===== src/rtl/alarm_ctrl_pkg.sv =====
// rtl/alarm_ctrl_pkg.sv - shared state encoding, time limits and alarm-time range check
package alarm_ctrl_pkg;

    typedef enum logic [1:0] {
        ST_IDLE    = 2'd0,
        ST_RINGING = 2'd1,
        ST_SNOOZE  = 2'd2,
        ST_BAD     = 2'd3
    } state_t;

    localparam logic [5:0] SEC_MAX  = 6'd59;
    localparam logic [5:0] MIN_MAX  = 6'd59;
    localparam logic [5:0] HOUR_MAX = 6'd23;
    localparam int         SEC_PER_MIN = 60;

    // True when h:m names a real time of day.
    function automatic logic alarm_time_ok(input logic [5:0] h, input logic [5:0] m);
        return (h <= HOUR_MAX) && (m <= MIN_MAX);
    endfunction

endpackage


===== src/rtl/alarm_match.sv =====
// rtl/alarm_match.sv - alarm time registers with range-checked load and time comparator
//
// Ports:
//   clk, rst_n               clock, synchronous active-low reset
//   load, set_hour, set_min  load request and candidate alarm time
//   tick_sec, alarm_en       new-second pulse and arm level
//   sec, min, hour           current time
//   alarm_hour, alarm_min    stored alarm time
//   match                    alarm time reached at the top of the minute
module alarm_match
    import alarm_ctrl_pkg::*;
(
    input  logic       clk,
    input  logic       rst_n,
    input  logic       load,
    input  logic [5:0] set_hour,
    input  logic [5:0] set_min,
    input  logic       tick_sec,
    input  logic       alarm_en,
    input  logic [5:0] sec,
    input  logic [5:0] min,
    input  logic [5:0] hour,
    output logic [5:0] alarm_hour,
    output logic [5:0] alarm_min,
    output logic       match
);

    // Out-of-range loads are dropped so the stored alarm is always a valid time.
    always_ff @(posedge clk) begin
        if (!rst_n) begin
            alarm_hour <= 6'd0;
            alarm_min  <= 6'd0;
        end else if (load && alarm_time_ok(set_hour, set_min)) begin
            alarm_hour <= set_hour;
            alarm_min  <= set_min;
        end
    end

    // Compared against the registered alarm time; the FSM registers the
    // result, so ring rises one clock after the matching tick.
    assign match = tick_sec & alarm_en & (hour == alarm_hour) &
                   (min == alarm_min) & (sec == 6'd0);

endmodule


===== src/rtl/alarm_ctrl.sv =====
// rtl/alarm_ctrl.sv - alarm clock controller: ring, snooze, timeout and missed-alarm tracking
//
// Ports:
//   clk, rst_n               clock, synchronous active-low reset
//   tick_sec                 one-clock pulse when sec/min/hour hold a new second
//   sec, min, hour           current time
//   load, set_hour, set_min  alarm time load
//   alarm_en                 arm level; low forces IDLE
//   snooze, stop             user pulses
//   alarm_hour, alarm_min    stored alarm time
//   ring, beep, missed       ringing, tone enable, sticky unacknowledged timeout
//   state                    FSM state code
module alarm_ctrl
    import alarm_ctrl_pkg::*;
#(
    parameter int unsigned RING_SEC   = 60,
    parameter int unsigned SNOOZE_MIN = 5,
    parameter int unsigned MAX_SNOOZE = 3
) (
    input  logic       clk,
    input  logic       rst_n,
    input  logic       tick_sec,
    input  logic [5:0] sec,
    input  logic [5:0] min,
    input  logic [5:0] hour,
    input  logic       load,
    input  logic [5:0] set_hour,
    input  logic [5:0] set_min,
    input  logic       alarm_en,
    input  logic       snooze,
    input  logic       stop,
    output logic [5:0] alarm_hour,
    output logic [5:0] alarm_min,
    output logic       ring,
    output logic       beep,
    output logic       missed,
    output logic [1:0] state
);

    localparam logic [7:0] RING_LAST = 8'(RING_SEC - 1);
    localparam logic [9:0] SNZ_TICKS = 10'(SNOOZE_MIN * SEC_PER_MIN);
    localparam logic [2:0] SNZ_LIMIT = 3'(MAX_SNOOZE);

    state_t     st;
    logic [7:0] ring_cnt;
    logic [2:0] snooze_cnt;
    logic [9:0] snz_timer;
    logic       match;

    alarm_match u_match (
        .clk        (clk),
        .rst_n      (rst_n),
        .load       (load),
        .set_hour   (set_hour),
        .set_min    (set_min),
        .tick_sec   (tick_sec),
        .alarm_en   (alarm_en),
        .sec        (sec),
        .min        (min),
        .hour       (hour),
        .alarm_hour (alarm_hour),
        .alarm_min  (alarm_min),
        .match      (match)
    );

    assign state = st;

    always_ff @(posedge clk) begin
        if (!rst_n) begin
            st         <= ST_IDLE;
            ring       <= 1'b0;
            beep       <= 1'b0;
            missed     <= 1'b0;
            ring_cnt   <= 8'd0;
            snooze_cnt <= 3'd0;
            snz_timer  <= 10'd0;
        end else begin
            // Acknowledging clears the missed flag whatever the state.
            if (stop) begin
                missed <= 1'b0;
            end

            // Disarm, stop and the illegal code all land in IDLE; stop in IDLE
            // also outranks a same-cycle match.
            if (!alarm_en || stop || st == ST_BAD) begin
                st         <= ST_IDLE;
                ring       <= 1'b0;
                beep       <= 1'b0;
                ring_cnt   <= 8'd0;
                snooze_cnt <= 3'd0;
                snz_timer  <= 10'd0;
            end else begin
                case (st)
                    ST_RINGING: begin
                        if (snooze && snooze_cnt < SNZ_LIMIT) begin
                            st         <= ST_SNOOZE;
                            ring       <= 1'b0;
                            beep       <= 1'b0;
                            snooze_cnt <= snooze_cnt + 3'd1;
                            snz_timer  <= SNZ_TICKS;
                        end else if (tick_sec) begin
                            if (ring_cnt == RING_LAST) begin
                                st         <= ST_IDLE;
                                ring       <= 1'b0;
                                beep       <= 1'b0;
                                missed     <= 1'b1;
                                ring_cnt   <= 8'd0;
                                snooze_cnt <= 3'd0;
                                snz_timer  <= 10'd0;
                            end else begin
                                ring_cnt <= ring_cnt + 8'd1;
                                beep     <= ~beep;
                            end
                        end
                    end
                    ST_SNOOZE: begin
                        if (tick_sec) begin
                            if (snz_timer == 10'd1) begin
                                st       <= ST_RINGING;
                                ring     <= 1'b1;
                                beep     <= 1'b1;
                                ring_cnt <= 8'd0;
                            end
                            snz_timer <= snz_timer - 10'd1;
                        end
                    end
                    ST_IDLE: begin
                        if (match) begin
                            st       <= ST_RINGING;
                            ring     <= 1'b1;
                            beep     <= 1'b1;
                            ring_cnt <= 8'd0;
                        end
                    end
                    default: begin
                        st <= ST_IDLE;
                    end
                endcase
            end
        end
    end

endmodule


===== config.mk =====
export PLATFORM = sky130hd
export DESIGN_NAME = alarm_ctrl
export DESIGN_NICKNAME = d
export VERILOG_FILES = /design/src/rtl/alarm_ctrl_pkg.sv /design/src/rtl/alarm_match.sv /design/src/rtl/alarm_ctrl.sv
export SDC_FILE = /design/constraint.sdc
export NUM_CORES = 1
export LEC_CHECK = 0
export BUFFER_PORTS_ARGS = -buffer_cell sky130_fd_sc_hd__buf_2
export CORE_MARGIN = 4
export CORE_UTILIZATION = 35
export CTS_CLUSTER_DIAMETER = 100
export DETAILED_ROUTE_END_ITERATION = 6
export GPL_TIMING_DRIVEN = 1
export PLACE_DENSITY = 0.55
export RECOVER_POWER = 100
export SKIP_CTS_REPAIR_TIMING = 1
export SLEW_MARGIN = 20
export SYNTH_ARGS = -nofsm -noshare
export SYNTH_HDL_FRONTEND = slang
export SYNTH_HIERARCHICAL = 1
export SYNTH_SLANG_ARGS = --single-unit

===== constraint.sdc =====
create_clock -name clk -period 2.8 [get_ports clk]
set_input_delay 0.28 -clock clk [delete_from_list [all_inputs] [get_ports clk]]
set_output_delay 0.28 -clock clk [all_outputs]
set_load 0.02 [all_outputs]

==> summary.md <==
| Metric | Value |
|---|---|
| Outcome | finished clean |
| Layout Skew | 0.00365 ns |
| Finished Cell Area | 2500 sq um |
| Vias in the first global route | 1,960 |
| Total of max-cap violations | 0 |
| Hold Crit Class | in -> reg |
| Slowest stage delay, CP | 0.65 ns |
| Drt pass-1 iters | 4 |
| Leak | 0.851 nW |
| Die Ht | 86.6 um |
| Vias | 2,037 |
| Synth async-reset ratio | 0 |
| Placed cell area | 2480 sq um |
| TNS Setup | 0 ns |
| WL final | 5480 um |
| Mapped Area | 2160 sq um |
| Fmax | 408 MHz |
| First-pass GRT wire length | 9270 um |
| CP Launch Type | flip-flop |
| Crit. End Element | flip-flop |
| Synth warnings | 6 |
| Max FO, Critical Path | 6 |
| Slowest cell on the critical path | or4_1 |
| Syn Area/Cell | 8.72 sq um |
| Post-synth EDFFs | 0 |
| Sequential share of the synthesized area | 0.352 |
| Fill cells | 621 |
| Fin nets | 342 |
| RSZ-0062 raised after global routing | false |
| # setup viols final | 0 |
| Period utilization | 0.875 |
| Row cnt | 28 |
| Fin crit period | 2.45 ns |
| Mapped Cells | 248 |
| CP delay by family, top | simple AND/OR/NAND/NOR gates |
| Initial core utilization | 0.363 |
| Initial antenna violation count | 0 |
| #FFs+latches synth | 38 |
| Gp weighted congestion | 0.812 |
| N_diodes | 0 |
| Total power | 1.01 mW |
| Clock-pin slew on the worst setup and hold paths | 0.07 ns |
| Port bufs | 53 |
| Antenna Nets Post-Route | 0 |
| Cells along the critical path | or4_1 -> or4_1 -> a311oi_4 -> o311a_1 -> nor3_2 |
| Cell mode on critical path | or4_1 |
| Power Dens Cells | 405 nW/um^2 |
| Multi-input logic area | 1290 sq um |
| Dominant synthesized flop cell | dfxtp_1 |
| Max_slew headroom | 0.579 |
| Post-synthesis net count | 289 |
| Hold Fails Final Rpt | 0 |
| WP data required | 2.96 ns |
| Vias per cell | 5.42 |
| Yosys cell types | 53 |
| Total Routing Usage GR | 0.156 |
| Clock latency at the later pin of the worst-skew pair | 0.29 ns |
| Register Area | 761 sq um |
| GR Overflow Total | 0 |
| R2R setup slack | 0.35 ns |
| Final core utilization | 0.421 |
| CTS root buffer | clkbuf_8 |
| Drc violations | 0 |
| WL per Instance | 14.6 um |
| Area delta synth->final | 15.9% |
| Critical path type | reg -> reg |
| Slew @ Worst Pin | 0.625 ns |
| H-Tree Depth | 2 |
| VDD IR max | 194 uV |
| CTS tree | yes |
| Die W | 86.6 um |
| HPWL Detailed | 4320 um |
| # IOs | 54 |
| Core area | 5960 sq um |
| Crit path buf inv count | 0 |
| Clock sinks | 38 |
| Die area | 7500 sq um |
| Number of clock buffers inserted by TritonCTS | 5 |
| Share of post-route cells with drive strength above 1 | 0.169 |
| Largest net degree at the start of global routing | 16 |
| Initial DRC Count | 77 |
| CTS Buffer Depth | 2 |
| Slew Viols, Final | 0 |
| Worst Path Arrival | 2.61 ns |
synthesized netlist by cell type (2+ instances only):
library cell | count | area share
a211oi_1 | 3 | 0.010
nor2b_1 | 5 | 0.014
nor3_1 | 5 | 0.012
inv_1 | 6 | 0.010
or4_1 | 2 | 0.0069
nand4_1 | 13 | 0.038
or3_1 | 2 | 0.0058
or4_4 | 3 | 0.016
nand3b_1 | 2 | 0.0069
nand2_1 | 14 | 0.024
xor2_1 | 3 | 0.012
o21ai_1 | 2 | 0.0046
buf_6 | 2 | 0.010
a21oi_1 | 23 | 0.053
nor4_1 | 3 | 0.0087
and4_1 | 2 | 0.0081
xnor2_1 | 16 | 0.065
ha_1 | 4 | 0.023
a31oi_1 | 2 | 0.0058
o211ai_1 | 3 | 0.010
clkbuf_1 | 6 | 0.010
dfxtp_1 | 38 | 0.35
o221a_1 | 4 | 0.021
and2_1 | 2 | 0.0058
o31ai_1 | 9 | 0.031
o21ai_0 | 10 | 0.023
nand2b_1 | 5 | 0.014
and3_1 | 2 | 0.0058
nor2_1 | 19 | 0.033
o21a_1 | 4 | 0.014
nand3_1 | 11 | 0.025
o211a_1 | 2 | 0.0093
power breakdown:
| group | total [mW] | internal (mW) | switching, mW |
|---|---|---|---|
| combinational | 0.107 | 0.0463 | 0.0606 |
| sequential | 0.556 | 0.548 | 0.00790 |
| clock | 0.351 | 0.171 | 0.180 |
| total | 1.01 | 0.766 | 0.248 |
per-layer routing:
layer  GRT usage  vias up  share of wire
li1            -     1035              -
met1       0.210      941           0.49
met2       0.245       51           0.44
met3      0.0323       10          0.053
met4      0.0567        0          0.016
met5           0        -              0
logic make-up after synthesis:
logic type / Yosys count / share of synthesized area
and+or+nand+nor: 100 / 0.276
adders and majority gates: 4 / 0.0231
xor gates and xnor gates: 19 / 0.0770
buffers and inverters: 16 / 0.0405
AOI/OAI and AO/OA: 71 / 0.231
DFF: 38 / 0.352
worst register-to-register path, cell delays in order, from the launching register on:
cell and delay (ns):
dfxtp_1 0.35, or4_1 0.65, or4_1 0.61, a311oi_4 0.42, o311a_1 0.25, nor3_2 0.04
flip-flops by register name, summed over array words and instances, names as in the netlist:
name	flops
state	2
snooze_cnt	3
u_match/alarm_min	6
snz_timer	10
missed	1
beep	1
ring_cnt	8
ring	1
u_match/alarm_hour	6
layout make-up:
| cell class | instances | share of cell area |
|---|---|---|
| clock buffer | 7 | 0.0305 |
| timing repair buffer | 56 | 0.104 |
| multi-input combinational | 194 | 0.515 |
| sequential | 38 | 0.304 |
| inverter | 6 | 0.00899 |
| tap | 75 | 0.0375 |
cell usage in the layout (no fill, tap or decap), types with 6 or more instances in the layout:
master,count
clkbuf_1,22
nor2_1,19
inv_1,6
nand2_1,14
o31ai_1,9
nor3_1,6
dfxtp_1,38
buf_2,34
nand4_1,13
xnor2_1,16
nand3_1,11
a21oi_1,23
o21ai_0,11
final timing paths:
path	cells past startpoint	start	endpoint
min	3	set_hour[1]	u_match/alarm_hour[1]
max	5	snz_timer[4]	beep
max reg2reg	5	snz_timer[4]	beep
min reg2reg	2	snooze_cnt[2]	snooze_cnt[2]
metrics by stage:
stage / setup slack, ns / hold WS [ns] / instances
after CTS: 0.367 / 0.238 / 376
final: 0.351 / 0.250 / 376
after global placement: 0.218 / 0.446 / 369
after global routing: 0.157 / 0.248 / 376
after floorplan: 0.431 / 0.403 / 248
after detailed placement: 0.141 / 0.450 / 369
Power figures use the tool's default switching activity.
